$ cat src/rtl/sync_fifo_param_if.sv
// Producer/consumer handshake bundle for sync_fifo_param.
// SYNC_FIFO_WATERMARK_EN adds the peak-occupancy watermark signals.
interface sync_fifo_param_if #(
  parameter int DATA_W = 16,
  parameter int CW     = 4
);
  logic              wr_en;
  logic [DATA_W-1:0] data_in;
  logic              rd_en;
  logic [DATA_W-1:0] data_out;
  logic              wr_ack;
  logic              overflow;
  logic              underflow;
  logic              full;
  logic              empty;
  logic              almostfull;
  logic              almostempty;
  logic [CW-1:0]     count;
`ifdef SYNC_FIFO_WATERMARK_EN
  logic              wm_clr;
  logic [CW-1:0]     peak_count;

  modport master (
    output wr_en, data_in, rd_en, wm_clr,
    input  data_out, wr_ack, overflow, underflow, full, empty,
           almostfull, almostempty, count, peak_count
  );
  modport slave (
    input  wr_en, data_in, rd_en, wm_clr,
    output data_out, wr_ack, overflow, underflow, full, empty,
           almostfull, almostempty, count, peak_count
  );
`else
  modport master (
    output wr_en, data_in, rd_en,
    input  data_out, wr_ack, overflow, underflow, full, empty,
           almostfull, almostempty, count
  );
  modport slave (
    input  wr_en, data_in, rd_en,
    output data_out, wr_ack, overflow, underflow, full, empty,
           almostfull, almostempty, count
  );
`endif
endinterface

$ cat src/rtl/sync_fifo_param.sv
// Parametrised single-clock FIFO, any depth 2..1024, with threshold flags.
// Define SYNC_FIFO_WATERMARK_EN to add peak_count / wm_clr watermark tracking.
module sync_fifo_param #(
  parameter  int DATA_W   = 16,
  parameter  int DEPTH    = 8,
  parameter  int AF_LEVEL = DEPTH - 1,
  parameter  int AE_LEVEL = 1,
  localparam int CW       = $clog2(DEPTH + 1),
  localparam int PW       = $clog2(DEPTH)
) (
  input  logic               clk,
  input  logic               rst_n,
  sync_fifo_param_if.slave   bus
);

  if (DEPTH < 2 || DEPTH > 1024) begin : g_bad_depth
    $error("sync_fifo_param: DEPTH=%0d outside 2..1024", DEPTH);
  end
  if (!(AE_LEVEL >= 1 && AE_LEVEL < AF_LEVEL && AF_LEVEL <= DEPTH - 1)) begin : g_bad_levels
    $error("sync_fifo_param: need 1 <= AE_LEVEL(%0d) < AF_LEVEL(%0d) <= DEPTH-1", AE_LEVEL, AF_LEVEL);
  end

  localparam logic [CW-1:0] FULL_CNT = CW'(DEPTH);
  localparam logic [CW-1:0] AF_CNT   = CW'(AF_LEVEL);
  localparam logic [CW-1:0] AE_CNT   = CW'(AE_LEVEL);
  localparam logic [PW-1:0] LAST_PTR = PW'(DEPTH - 1);

  logic [DATA_W-1:0] mem [DEPTH];
  logic [PW-1:0]     wr_ptr, rd_ptr;
  logic [CW-1:0]     count_q, next_count;
  logic [DATA_W-1:0] data_out_q;
  logic              wr_ack_q, overflow_q, underflow_q;
  logic              wr_ok, rd_ok;

  // Depth need not be a power of two, so wrap on an explicit compare.
  function automatic logic [PW-1:0] ptr_inc(input logic [PW-1:0] p);
    return (p == LAST_PTR) ? '0 : p + 1'b1;
  endfunction

  // Both accept decisions use the pre-edge count, even when requests coincide.
  assign wr_ok = bus.wr_en && (count_q != FULL_CNT);
  assign rd_ok = bus.rd_en && (count_q != '0);

  always_comb begin
    // NOTE: default first so every path assigns next_count and no latch is inferred.
    next_count = count_q;
    if (wr_ok && !rd_ok)      next_count = count_q + 1'b1;
    else if (rd_ok && !wr_ok) next_count = count_q - 1'b1;
  end

  // NOTE: storage has no reset; only pointers and count define which entries are valid.
  always_ff @(posedge clk) begin
    if (rst_n && wr_ok) mem[wr_ptr] <= bus.data_in;
  end

  // NOTE: non-blocking everywhere here so every register samples pre-edge values.
  always_ff @(posedge clk) begin
    if (!rst_n) begin
      wr_ptr      <= '0;
      rd_ptr      <= '0;
      count_q     <= '0;
      data_out_q  <= '0;
      wr_ack_q    <= 1'b0;
      overflow_q  <= 1'b0;
      underflow_q <= 1'b0;
    end else begin
      count_q     <= next_count;
      wr_ack_q    <= wr_ok;
      overflow_q  <= bus.wr_en && !wr_ok;
      underflow_q <= bus.rd_en && !rd_ok;
      if (wr_ok) wr_ptr <= ptr_inc(wr_ptr);
      if (rd_ok) begin
        rd_ptr     <= ptr_inc(rd_ptr);
        data_out_q <= mem[rd_ptr];
      end
    end
  end

  assign bus.data_out    = data_out_q;
  assign bus.wr_ack      = wr_ack_q;
  assign bus.overflow    = overflow_q;
  assign bus.underflow   = underflow_q;
  assign bus.count       = count_q;
  assign bus.full        = (count_q == FULL_CNT);
  assign bus.empty       = (count_q == '0);
  assign bus.almostfull  = (count_q >= AF_CNT) && (count_q < FULL_CNT);
  assign bus.almostempty = (count_q != '0) && (count_q <= AE_CNT);

`ifdef SYNC_FIFO_WATERMARK_EN
  logic [CW-1:0] peak_q;

  // Clear reloads from the post-edge occupancy rather than zero.
  always_ff @(posedge clk) begin
    if (!rst_n)                    peak_q <= '0;
    else if (bus.wm_clr)           peak_q <= next_count;
    else if (next_count > peak_q)  peak_q <= next_count;
  end

  assign bus.peak_count = peak_q;
`endif

endmodule
$ cat src/flat_wrapper.sv
// flat-port wrapper written by rule: the top's interface ports become plain ports
module sync_fifo_param_flat 
#(
  parameter  int DATA_W   = 16,
  parameter  int DEPTH    = 8,
  parameter  int AF_LEVEL = DEPTH - 1,
  parameter  int AE_LEVEL = 1,
  localparam int CW       = $clog2(DEPTH + 1),
  localparam int PW       = $clog2(DEPTH)
)
  (clk, rst_n, bus_wr_en, bus_data_in, bus_rd_en, bus_data_out, bus_wr_ack, bus_overflow, bus_underflow, bus_full, bus_empty, bus_almostfull, bus_almostempty, bus_count);
  sync_fifo_param_if #(.DATA_W(DATA_W)) bus_i ();
  input  logic clk;
  input  logic rst_n;
  input wire logic [$bits(bus_i.wr_en)-1:0] bus_wr_en;
  input wire logic [$bits(bus_i.data_in)-1:0] bus_data_in;
  input wire logic [$bits(bus_i.rd_en)-1:0] bus_rd_en;
  output wire logic [$bits(bus_i.data_out)-1:0] bus_data_out;
  output wire logic [$bits(bus_i.wr_ack)-1:0] bus_wr_ack;
  output wire logic [$bits(bus_i.overflow)-1:0] bus_overflow;
  output wire logic [$bits(bus_i.underflow)-1:0] bus_underflow;
  output wire logic [$bits(bus_i.full)-1:0] bus_full;
  output wire logic [$bits(bus_i.empty)-1:0] bus_empty;
  output wire logic [$bits(bus_i.almostfull)-1:0] bus_almostfull;
  output wire logic [$bits(bus_i.almostempty)-1:0] bus_almostempty;
  output wire logic [$bits(bus_i.count)-1:0] bus_count;
  assign bus_i.wr_en = bus_wr_en;
  assign bus_i.data_in = bus_data_in;
  assign bus_i.rd_en = bus_rd_en;
  assign bus_data_out = bus_i.data_out;
  assign bus_wr_ack = bus_i.wr_ack;
  assign bus_overflow = bus_i.overflow;
  assign bus_underflow = bus_i.underflow;
  assign bus_full = bus_i.full;
  assign bus_empty = bus_i.empty;
  assign bus_almostfull = bus_i.almostfull;
  assign bus_almostempty = bus_i.almostempty;
  assign bus_count = bus_i.count;
  sync_fifo_param #(.DATA_W(DATA_W), .DEPTH(DEPTH), .AF_LEVEL(AF_LEVEL), .AE_LEVEL(AE_LEVEL)) u_core (.clk(clk), .rst_n(rst_n), .bus(bus_i));
endmodule
$ cat config.mk
export PLATFORM = sky130hd
export DESIGN_NAME = sync_fifo_param_flat
export DESIGN_NICKNAME = d
export VERILOG_FILES = /design/src/rtl/sync_fifo_param_if.sv /design/src/rtl/sync_fifo_param.sv /design/src/flat_wrapper.sv
export SDC_FILE = /design/constraint.sdc
export NUM_CORES = 1
export LEC_CHECK = 0
export BUFFER_PORTS_ARGS = -buffer_cell sky130_fd_sc_hd__buf_4
export CAP_MARGIN = 20
export CORE_ASPECT_RATIO = 1.25
export CORE_MARGIN = 2
export CORE_UTILIZATION = 37
export CTS_CLUSTER_DIAMETER = 150
export DETAILED_ROUTE_END_ITERATION = 8
export REMOVE_ABC_BUFFERS = 1
export SETUP_SLACK_MARGIN = 0.2
export SYNTH_ARGS = -nofsm -noshare
export SYNTH_HDL_FRONTEND = slang
export SYNTH_SLANG_ARGS = --single-unit
$ cat constraint.sdc
create_clock -name clk -period 8.44 [get_ports clk]
set_input_delay 1.688 -clock clk [delete_from_list [all_inputs] [get_ports clk]]
set_output_delay 1.688 -clock clk [all_outputs]
set_load 0.02 [all_outputs]
# Word level (Yosys, flattened, before mapping)
# Memories as Yosys holds them, arrays and structs flattened. A register that Yosys moved wholly into a read port is not among the register bits.
# Index checks and enable logic that the tools add are counted.
[op_classes] reduce_logical=15 n_eq_ne=4 muxes=6 order_cmp=3 addsub=4
[ops] operator="logical AND 1 bit" count=9
[ops] operator="two-way mux 4 bit" count=2
[ops] operator="adder 3 x 1 -> 3 bit (second input constant)" count=2
[ops] operator="== test 3 bit (second input constant)" count=2
[ops] operator="two-way mux 3 bit" count=2
[ops] operator="adder 4 x 1 -> 4 bit (second input constant)" count=1
[ops] operator="== test 4 bit (second input constant)" count=1
[ops] operator="greater-or-equal comparator 4 x 3 -> 1 bit (second input constant)" count=1
[ops] operator="<= comparator 4 x 1 -> 1 bit (second input constant)" count=1
[ops] operator="logical NOT 4 bit" count=1
[ops] operator="less-than comparator 4 bit (second input constant)" count=1
[ops] operator="!= test 4 bit (second input constant)" count=1
[ops] operator="nonzero test 4 bit" count=1
[ops] operator="subtractor 4 x 1 -> 4 bit (second input constant)" count=1
[ops] operator="logical NOT 1 bit" count=3
[ops] operator="two-way mux 1 bit" count=2
[ops] operator="nonzero test 2 bit" count=1
[word_totals] out_inout_bits=27 regBits=13 mem_count=1 inputBits=20 ramBits=128 word_cells=39
[memory_table] name="u_core.mem" words=8 width=16 rd=1 rd_ports_with_merged_regs=1 write_ports=1 line="sync_fifo_param.sv:28" source="logic [DATA_W-1:0] mem [DEPTH];"

# Longest topological paths before layout
# Gate-level depths: netlist (run 1).
[logic_depth] depth_word=6 mapped_depth=10 depth_no_buf=10

# Least setup slack after synthesis (run 1)
# OpenSTA, ideal clock, no wires.
[synth_path] kind="input-to-reg" from="in rst_n" to="mem u_core.mem[0][0], enable pin" path_stages=3 setup_ns=0.409 required_time_ns=8.031 slack_ns=4.934 path_buffers=0 arrival_ns=3.097 path_cell_list="and3_1 > nand2b_1 > nor3_1"
[synth_via] elab_chain_len=3
[synth_lines] item="start, declared" line="flat_wrapper.sv:14" source="input logic rst_n;"
[synth_lines] item="logical AND 1 bit" line="sync_fifo_param.sv:53" source="if (rst_n && wr_ok) mem[wr_ptr] <= bus.data_in;"
[synth_lines] item="two-way mux 1 bit" line="sync_fifo_param.sv:53"
[synth_lines] item="two-way mux 1 bit (implied by the code)" line="sync_fifo_param.sv:53"
[synth_lines] item="end, declared" line="sync_fifo_param.sv:28"
# No other way between the ends.

# Worst setup path after layout (run 1)
[layout_path] from="reg u_core.count_q[0], in the netlist u_core.bus.count[0]" to="out bus_empty"
[layout_via] elab_chain_len=1
[layout_lines] item="start, declared" line="sync_fifo_param.sv:30" source="logic [CW-1:0] count_q, next_count;"
[layout_lines] item="start signal, assigned" line="sync_fifo_param.sv:67" source="count_q <= next_count;"
[layout_lines] item="logical NOT 4 bit" line="sync_fifo_param.sv:85" source="assign bus.empty = (count_q == '0);"
[layout_lines] item="end, declared" line="flat_wrapper.sv:23" source="output wire logic [$bits(bus_i.empty)-1:0] bus_empty;"
# No other way between the ends.

==> results.json, run 1 <==
{
  "status": "complete, no violations",
  "fin_worst_skew_ns": 0.00979,
  "yosys_warnings": 0,
  "ir_drop_v": 0.000182,
  "clkPwrFrac_pct": 36.6,
  "tightest_slew_ns": 1.07,
  "firstDrtPassIters": 4,
  "num_rows": 52,
  "gp_congestion": 0.716,
  "synthToLayoutAreaGrowth_pct": 20.0,
  "grt_max_degree": 70,
  "r2r_setup_slack_ns": 6.09,
  "hp-class": "reg2reg",
  "whs_ns": 0.488,
  "cap_violations": 0,
  "worst_setup_path_end_kind": "output port",
  "num_vias": 3388,
  "ys.flop_type": "edfxtp_1",
  "fmax_ghz": 0.290,
  "die_area_sq_mm": 0.0176,
  "arrival_ns": 1.76,
  "io_buffers": 46,
  "clkTransAtPathRegs_ns": 0.06,
  "wire_per_inst_um": 18.5,
  "synthArstFlopShare_pct": 0,
  "ys_types": 41,
  "htree_num_levels": 4,
  "synth_top_cell_area_share_pct": 62.6,
  "hold_viol": 0,
  "cts_resized": 0,
  "post-dp-hpwl_um": 6890,
  "num_antenna_cells": 0,
  "place_area_sq_mm": 0.00673,
  "dp_slack_ns": 5.24,
  "slew_viol_final": 0,
  "crit_type": "reg2out",
  "ant_nets": 0,
  "worst_slack_ns": 4.99,
  "fin_area_sq_mm": 0.00736,
  "power.density_mw_per_mm2": 300,
  "finalCritPeriodShare_pct": 40.8,
  "io_pins": 47,
  "cts_hold_buf": 0,
  "cts_root_buffer": "clkbuf_16",
  "cts_setup_buffers": 0,
  "p_sw_share_pct": 26.4,
  "setup_viol_count_final": 0,
  "synthCells": 381,
  "ys_seq_area_share_pct": 72.1,
  "period_needed_ns": 3.45,
  "fill_cells": 1395,
  "cts_buffer_depth": 2,
  "syn-cell-area_sq_mm": 0.00614,
  "critical_path.startpoint_type": "register",
  "grt_setup_unrepaired": "no",
  "start_util_pct": 37.9,
  "die_h_um": 148,
  "cp_max_fo": 7,
  "netSwitchingPower_uw": 581,
  "slew_headroom_pct": 28.5,
  "vias_per_cell": 5.09,
  "cts_inserted_buffers": 17,
  "synth_edf_count": 128,
  "fin_total_pwr_uw": 2210,
  "antenna_found_initial": 0,
  "internal_power_uw": 1620,
  "fin_setup_tns_ns": 0,
  "synth-seq-cells": 157,
  "insertion_delay_ns": 0.41,
  "drcViolationCount": 0,
  "cts_sinks": 157,
  "sequentialPowerShare_pct": 44.6,
  "layout-drive-gt1-share_pct": 27.2,
  "cts_tree": "done",
  "finalWirelength_um": 12300,
  "grt_pass1_vias": 3465,
  "die_w_um": 119,
  "core-area_sq_mm": 0.0162,
  "drt-initial-drc-count": 229,
  "gr-total-overflow": 0,
  "leakage_uw": 0.00258,
  "nets": 465,
  "synth.area.top_cells": "edfxtp_1 (63%), dfxtp_1 (9.5%), mux2_2 (5.5%)",
  "combPwrFrac_pct": 18.8,
  "avgSynthCellArea_sq_um": 16.1,
  "required_ns": 6.75,
  "grt_first_pass_wirelength_um": 18700,
  "track_usage_pct": 14.3,
  "synth_area_leader_cell": "edfxtp_1"
}
cells in the mapped netlist, types with 4 or more instances:
library cell  count
mux2i_1          33
o22ai_1          15
clkbuf_1          6
edfxtp_1        128
buf_2             8
dfxtp_1          29
ha_1              9
nand2_1          12
nor2_1           24
a22oi_1          15
mux2_2           30
inv_1             5
a21boi_0          6
nand2b_1          4
a22o_1           15
cell families after synthesis:
| group | share of synthesized area [%] |
|---|---|
| compound gates | 7.20 |
| simple gates | 5.57 |
| buf+inv | 2.00 |
| mux | 10.9 |
| fa+ha+maj | 1.83 |
| flops | 72.1 |
| xor+xnor | 0.428 |
path summary, 6_finish.rpt:
kind                                                to  depth (start not counted)                   start
worst max-delay path                         bus_empty                          5     u_core.bus.count[0]
worst min-delay path            u_core.bus.data_out[5]                          1  u_core.bus.data_out[5]
worst max register to register     u_core.bus.count[3]                          9     u_core.bus.count[0]
worst min register to register  u_core.bus.data_out[5]                          1  u_core.bus.data_out[5]
sequential cells by signal (all words and copies together), names as in the netlist:
register	cells
u_core.bus.overflow	1
u_core.wr_ptr	3
u_core.mem	128
u_core.bus.data_out	16
u_core.bus.count	4
u_core.rd_ptr	3
u_core.bus.underflow	1
u_core.bus.wr_ack	1
layout by cell type, fill, tap and decap left out, types with 2 or more instances in the layout:
cell,synthesis,layout
nand2_1,12,12
nand4b_1,2,2
a22o_1,15,15
a21oi_1,3,3
o21ai_0,2,2
nand3_1,2,2
a21boi_0,6,6
and3_1,3,3
edfxtp_1,128,128
nor2b_1,3,2
clkbuf_16,0,18
clkbuf_1,6,3
o22ai_1,15,15
clkinvlp_4,0,4
xor2_1,2,2
clkinv_2,0,2
or3_1,3,3
nor2_1,24,23
buf_4,2,54
inv_1,5,5
mux2i_1,33,33
dfxtp_1,29,28
mux2_2,30,30
nand2b_1,4,4
bufinv_16,0,4
ha_1,9,9
and2_1,3,3
a22oi_1,15,15
nor3_2,0,2
through the flow:
stage	instances	utilization, %
after detailed placement	633	41.5
after global placement	633	41.5
after floorplan	363	-
final	665	45.5
after CTS	665	45.5
after global routing	665	45.5
critical path, cell delays in order (launching register included):
cell	delay, ns
dfxtp_1	0.38
inv_1	0.11
ha_1	0.19
or3b_4	0.43
inv_1	0.09
buf_4	0.14
area by class of cell:
| class | instances | area [sq um] | area share (%) |
|---|---|---|---|
| timing repair buffer | 54 | 405 | 5.51 |
| clock inverter | 10 | 160 | 2.18 |
| clock buffer | 22 | 475 | 6.46 |
| multi-input combinational | 201 | 1610 | 21.8 |
| inverter | 5 | 18.8 | 0.255 |
| sequential | 157 | 4430 | 60.1 |
| tap | 216 | 270 | 3.67 |
power by group through the flow:
stage / clock, uW / combinational [uW] / sequential, uW
2_1_floorplan: 0 / 254 / 1010
3_3_place_gp: 0 / 408 / 998
3_5_place_dp: 0 / 418 / 1000
4_1_cts: 819 / 419 / 985
5_1_grt: 855 / 448 / 995
6_report: 807 / 416 / 984
per-layer routing:
| layer | part of all wire (%) | track usage (%) |
|---|---|---|
| met5 | 0 | 0 |
| met4 | 1.3 | 5.24 |
| met3 | 6.3 | 4.51 |
| met2 | 50 | 24.1 |
| met1 | 43 | 17.3 |
No activity file was read; power rests on OpenSTA's default activity.
==> run 2: changes to the inputs <==
clock period = 3.55 ns   (was 8.44 ns; I/O delays follow)
==> run 2 against run 1 <==
Power is 130% higher. Sequential power is 130% higher. Worst hold slack worse by 0.017 ns. Utilization is 0.054 points higher. First-iteration DRC count is 17% lower. Non-clock buffer count is 5 higher. Cell area is 0.12% higher. Clock power is 130% higher. Register-to-register slack worse by 4.9 ns. Largest cell class unchanged.
==> results.json, run 2 (synthesis results as in run 1) <==
{
  "fin_worst_skew_ns": 0.0108,
  "fin_setup_tns_ns": 0,
  "hold_viol": 0,
  "num_vias": 3425,
  "finalWirelength_um": 12500,
  "drcViolationCount": 0,
  "status": "complete, no violations",
  "cp-startpoint": "u_core.bus.count[1]",
  "regMostFlops": "u_core.mem",
  "layout-drive-gt1-share_pct": 28.6,
  "wire_per_inst_um": 18.7,
  "ant_nets": 0,
  "arrival_ns": 1.75,
  "drt-initial-drc-count": 190,
  "slew_headroom_pct": 29.6,
  "slew_viol_final": 0,
  "grt_pass1_vias": 3617,
  "power.density_mw_per_mm2": 700,
  "nets": 470,
  "finalCritPeriodShare_pct": 69.2,
  "io_buffers": 46,
  "fin_area_sq_mm": 0.00737,
  "cpMostUsedCell": "inv_1",
  "gp_congestion": 0.750,
  "grt_setup_unrepaired": "no",
  "cts_hold_buf": 0,
  "fmax_ghz": 0.407,
  "cts_setup_buffers": 0,
  "post-dp-hpwl_um": 7460,
  "cts_resized": 0,
  "cts_sinks": 157,
  "antenna_found_initial": 0,
  "setup_viol_count_final": 0,
  "insertion_delay_ns": 0.42,
  "clkTransAtPathRegs_ns": 0.06,
  "io_pins": 47,
  "place_area_sq_mm": 0.00677,
  "firstDrtPassIters": 4,
  "grt_max_degree": 41,
  "critical_path.startpoint_type": "register",
  "cts_buffer_depth": 2,
  "r2r_start": "u_core.bus.count[0]",
  "period_needed_ns": 2.46,
  "cts_tree": "done",
  "fill_cells": 1437,
  "core-area_sq_mm": 0.0162,
  "required_ns": 2.84,
  "cp-endpoint": "bus_empty",
  "crit_path_max_incr_delay_ns": 0.43,
  "dp_slack_ns": 1.24,
  "synthToLayoutAreaGrowth_pct": 20.1,
  "num_rows": 52,
  "r2r_setup_slack_ns": 1.22,
  "gr-total-overflow": 0,
  "largest_register_ff_count": 128,
  "final_common_cell": "edfxtp_1",
  "die_area_sq_mm": 0.0176,
  "leakage_uw": 0.00259,
  "cts_root_buffer": "clkbuf_16",
  "r2r_end": "u_core.bus.count[3]",
  "worstPathCellList": "inv_1 -> ha_1 -> or3b_4 -> inv_1 -> buf_4",
  "worst_slack_ns": 1.09,
  "track_usage_pct": 15.0,
  "die_w_um": 119,
  "start_util_pct": 37.9,
  "die_h_um": 148,
  "cts_inserted_buffers": 17,
  "cap_violations": 0,
  "worst_setup_path_end_kind": "output port",
  "crit_type": "reg2out",
  "final_cell_mix": "edfxtp_1 (128), buf_4 (59), mux2i_1 (33)",
  "cp_slowest_cell": "or3b_4",
  "cp_max_fo": 6,
  "r2r_cells": 9,
  "final_util_pct": 45.5,
  "hp-class": "reg2reg",
  "tightest_slew_ns": 1.05,
  "htree_num_levels": 4,
  "vias_per_cell": 5.11,
  "num_antenna_cells": 0,
  "ir_drop_v": 0.000375,
  "grt_first_pass_wirelength_um": 19600
}
run 2: cell types whose count changed in the layout (fill, tap and decap cells not counted):
| cell | delta |
|---|---|
| buf_4 | +5 |
| bufinv_16 | -1 |
| clkbuf_1 | -3 |
| clkbuf_16 | -1 |
| clkinv_2 | +1 |
| clkinvlp_4 | +2 |
| inv_6 | +2 |
run 2: per-stage QoR:
step                total power [uW]  hold slack, ns  cells
floorplan                       3020           0.477    363
global placement                3360           0.470    638
detailed placement              3390           0.462    638
CTS                             5210           0.476    670
global route                    5390           0.492    670
finish                          5160           0.471    670
run 2: final cells by class:
type	count	area, sq um	area share [%]
Inverter	5	18.8	0.255
Multi-Input combinational cell	201	1610	21.8
Sequential cell	157	4430	60.1
Clock buffer	18	439	5.96
Timing Repair Buffer	59	443	6.01
Tap cell	216	270	3.67
Clock inverter	14	168	2.27
run 2: how the worst min path moves through the flow:
stage	startpoint	slack [ns]	cells after the start	endpoint
6_report	u_core.bus.data_out[11]	0.47	1	u_core.bus.data_out[11]
5_1_grt	u_core.bus.data_out[5]	0.49	1	u_core.bus.data_out[5]
4_1_cts	u_core.bus.data_out[11]	0.48	1	u_core.bus.data_out[11]
3_5_place_dp	u_core.bus.data_out[11]	0.46	1	u_core.bus.data_out[11]
3_3_place_gp	u_core.bus.data_out[5]	0.47	1	u_core.bus.data_out[5]
2_1_floorplan	u_core.wr_ptr[0]	0.48	2	u_core.wr_ptr[0]
run 2: critical path, delay by kind of cell, from the launching register on:
kind,cells,cell delay [ns]
buf+inv,3,0.36
fa+ha+maj,1,0.18
flops,1,0.36
simple gates,1,0.43
run 2: report_power, final:
group / switching, uW / internal [uW] / total (uW)
clock: 703 / 1120 / 1830
combinational: 545 / 508 / 1050
sequential: 159 / 2120 / 2280
total: 1410 / 3760 / 5160
run 2: metal layers:
layer	track usage, %	up-vias	share of wire (%)
li1	-	1597	-
met1	18.4	1736	42
met3	3.70	8	5.1
met2	25.1	84	52
met5	0	-	0
met4	6.90	0	1.1
==> run 3: changes to the inputs <==
ABC_AREA = 1   (was unset)
clock period = 2.3 ns   (was 3.55 ns; I/O delays follow)
==> run 3 against run 2 <==
Sequential power increased by 55%. Combinational power increased by 130%. Largest cell class unchanged. Clock skew decreased by 0.0041 ns.
==> results.json, run 3 <==
{
  "gr-total-overflow": 0,
  "ys.flop_type": "edfxtp_1",
  "cap_violations": 0,
  "synthCells": 655,
  "num_vias": 4495,
  "firstDrtPassIters": 5,
  "die_w_um": 124,
  "register_area_sq_mm": 0.00443,
  "synthArstFlopShare_pct": 0,
  "fill_cells": 1618,
  "io_pins": 47,
  "start_util_pct": 37.9,
  "slew_headroom_pct": 58.4,
  "synth_edf_count": 128,
  "synth_area_leader_cell": "edfxtp_1",
  "syn-cell-area_sq_mm": 0.00665,
  "num_rows": 54,
  "final_util_pct": 45.1,
  "yosys_warnings": 0,
  "num_antenna_cells": 0,
  "post-place-cells": 911,
  "leakage_uw": 0.00339,
  "synth_top_cell_area_share_pct": 57.8,
  "track_usage_pct": 17.0,
  "grt_setup_unrepaired": "no",
  "required_ns": 1.84,
  "ir_drop_v": 0.000666,
  "wire_per_inst_um": 16.3,
  "grt_pass1_vias": 4384,
  "multi_input_area_sq_mm": 0.00163,
  "nets": 738,
  "fin_total_pwr_uw": 8930,
  "cts_hold_buf": 0,
  "post-synth-top-count-cell": "nand2_1",
  "final_cell_mix": "nand2_1 (185), edfxtp_1 (128), inv_1 (109)",
  "die_area_sq_mm": 0.0191,
  "final_common_cell": "nand2_1",
  "synthToLayoutAreaGrowth_pct": 19.2,
  "ant_nets": 0,
  "fin_cells": 946,
  "drcViolationCount": 0,
  "slew_viol_final": 0,
  "layout-drive-gt1-share_pct": 15.4,
  "grt_max_degree": 51,
  "core-area_sq_mm": 0.0176,
  "synth-seq-cells": 157,
  "drt-initial-drc-count": 307,
  "finalCritPeriodShare_pct": 86.5,
  "fmax_ghz": 0.503,
  "hold_viol": 0,
  "ys_seq_area_share_pct": 66.5,
  "synth_common_cells": "nand2_1 (187), edfxtp_1 (128), inv_1 (109), nand3_1 (98), dfxtp_1 (29)",
  "setup_viol_count_final": 0,
  "cts_buffer_depth": 2,
  "clkTransAtPathRegs_ns": 0.06,
  "cts_root_buffer": "clkbuf_16",
  "regMostFlops": "u_core.mem",
  "vias_per_cell": 4.75,
  "status": "complete, no violations",
  "avgSynthCellArea_sq_um": 10.2,
  "crit_type": "reg2out",
  "critical_path.startpoint_type": "register",
  "io_buffers": 46,
  "die_h_um": 154,
  "grt_first_pass_wirelength_um": 24200,
  "fin_setup_tns_ns": 0,
  "synth.area.top_cells": "edfxtp_1 (58%), nand2_1 (11%), dfxtp_1 (8.7%)",
  "largest_register_ff_count": 128,
  "cts_sinks": 157,
  "ys_types": 23,
  "cp_max_fo": 6,
  "arrival_ns": 1.53,
  "insertion_delay_ns": 0.42,
  "tightest_slew_ns": 0.624,
  "fin_worst_skew_ns": 0.00663,
  "period_needed_ns": 1.99,
  "antenna_found_initial": 0,
  "cts_inserted_buffers": 17,
  "finalWirelength_um": 15400,
  "gp_congestion": 0.787,
  "power.density_mw_per_mm2": 1130,
  "hp-class": "in2reg",
  "worst_setup_path_end_kind": "output port",
  "cts_tree": "done",
  "htree_num_levels": 4,
  "post-dp-hpwl_um": 9700
}
run 3: cell count changes in the layout (fill, tap and decap cells not counted), moves of 5 or more:
cell,before,now
nand3_1,2,98
a22oi_1,15,1
a22o_1,15,0
inv_1,5,109
buf_6,0,6
nand2_1,12,185
nor2_1,23,13
mux2_2,30,0
o22ai_1,15,0
o21ai_0,2,7
a21oi_1,3,26
mux2i_1,33,0
a21boi_0,6,0
run 3: cell type report:
cell class	count	share of cell area [%]
flip-flops and latches	157	55.8
multi-input cells	354	20.6
repair buffers	65	6.75
clock buffers	22	5.85
inverters	114	5.41
well taps	224	3.53
clock inverters	10	2.05
run 3: report_power, final:
group / leakage [uW] / internal [uW] / switching (uW)
clock network: 0.000301 / 1880 / 1070
registers: 0.00140 / 3330 / 208
logic: 0.00169 / 847 / 1600
total: 0.00339 / 6050 / 2880
run 3: timing repair:
action | in CTS | in global routing
setup buffers | 0 | 2
pin swaps | 0 | 1
gates resized for setup | 3 | 16
setup endpoints to repair | 15 | 129
gates cloned | 0 | 1
endpoints found under the hold margin | 0 | 0
run 3: through the flow:
| step | hold WS [ns] | area, sq um | setup slack (ns) |
|---|---|---|---|
| after detailed placement | 0.468 | 7230 | 0.168 |
| after CTS | 0.283 | 7870 | 0.236 |
| after floorplan | 0.474 | 6460 | -0.330 |
| final | 0.290 | 7930 | 0.311 |
| after global routing | 0.284 | 7930 | 0.221 |
| after global placement | 0.466 | 7230 | 0.279 |
run 3: per-layer routing:
| layer | share of wire (%) | vias up | wire length, um | track usage, % |
|---|---|---|---|---|
| met2 | 48 | 139 | 7450 | 27.1 |
| li1 | - | 2226 | - | - |
| met3 | 5.2 | 28 | 800 | 3.38 |
| met4 | 2.4 | 0 | 369 | 5.83 |
| met1 | 44 | 2102 | 6780 | 23.1 |
| met5 | 0 | - | 0 | 0 |
run 3: path summary, 6_finish.rpt:
path / from / end / slack, ns / depth (start not counted)
hold / removal: bus_data_in[8] / u_core.mem[7][8] / 0.29 / 1
setup reg to reg: u_core.bus.count[0] / u_core.bus.count[2] / 0.39 / 10
setup / recovery: u_core.bus.count[0] / bus_almostempty / 0.31 / 4
hold reg to reg: u_core.bus.data_out[2] / u_core.bus.data_out[2] / 0.47 / 2
run 3: cells by family after synthesis:
logic type | Yosys count | synth area share [%]
AO/OA/AOI/OAI | 37 | 2.90
XOR/XNOR | 1 | 0.132
adder cells (fa/ha/maj) | 9 | 1.69
buffers and inverters | 144 | 9.33
flip-flops | 157 | 66.5
AND/OR/NAND/NOR | 307 | 19.4
run 3: worst max-delay path, stage by stage, from the launching register on:
cell and delay [ns]:
dfxtp_2 0.38, inv_1 0.11, ha_2 0.21, nor4_1 0.23, buf_4 0.19
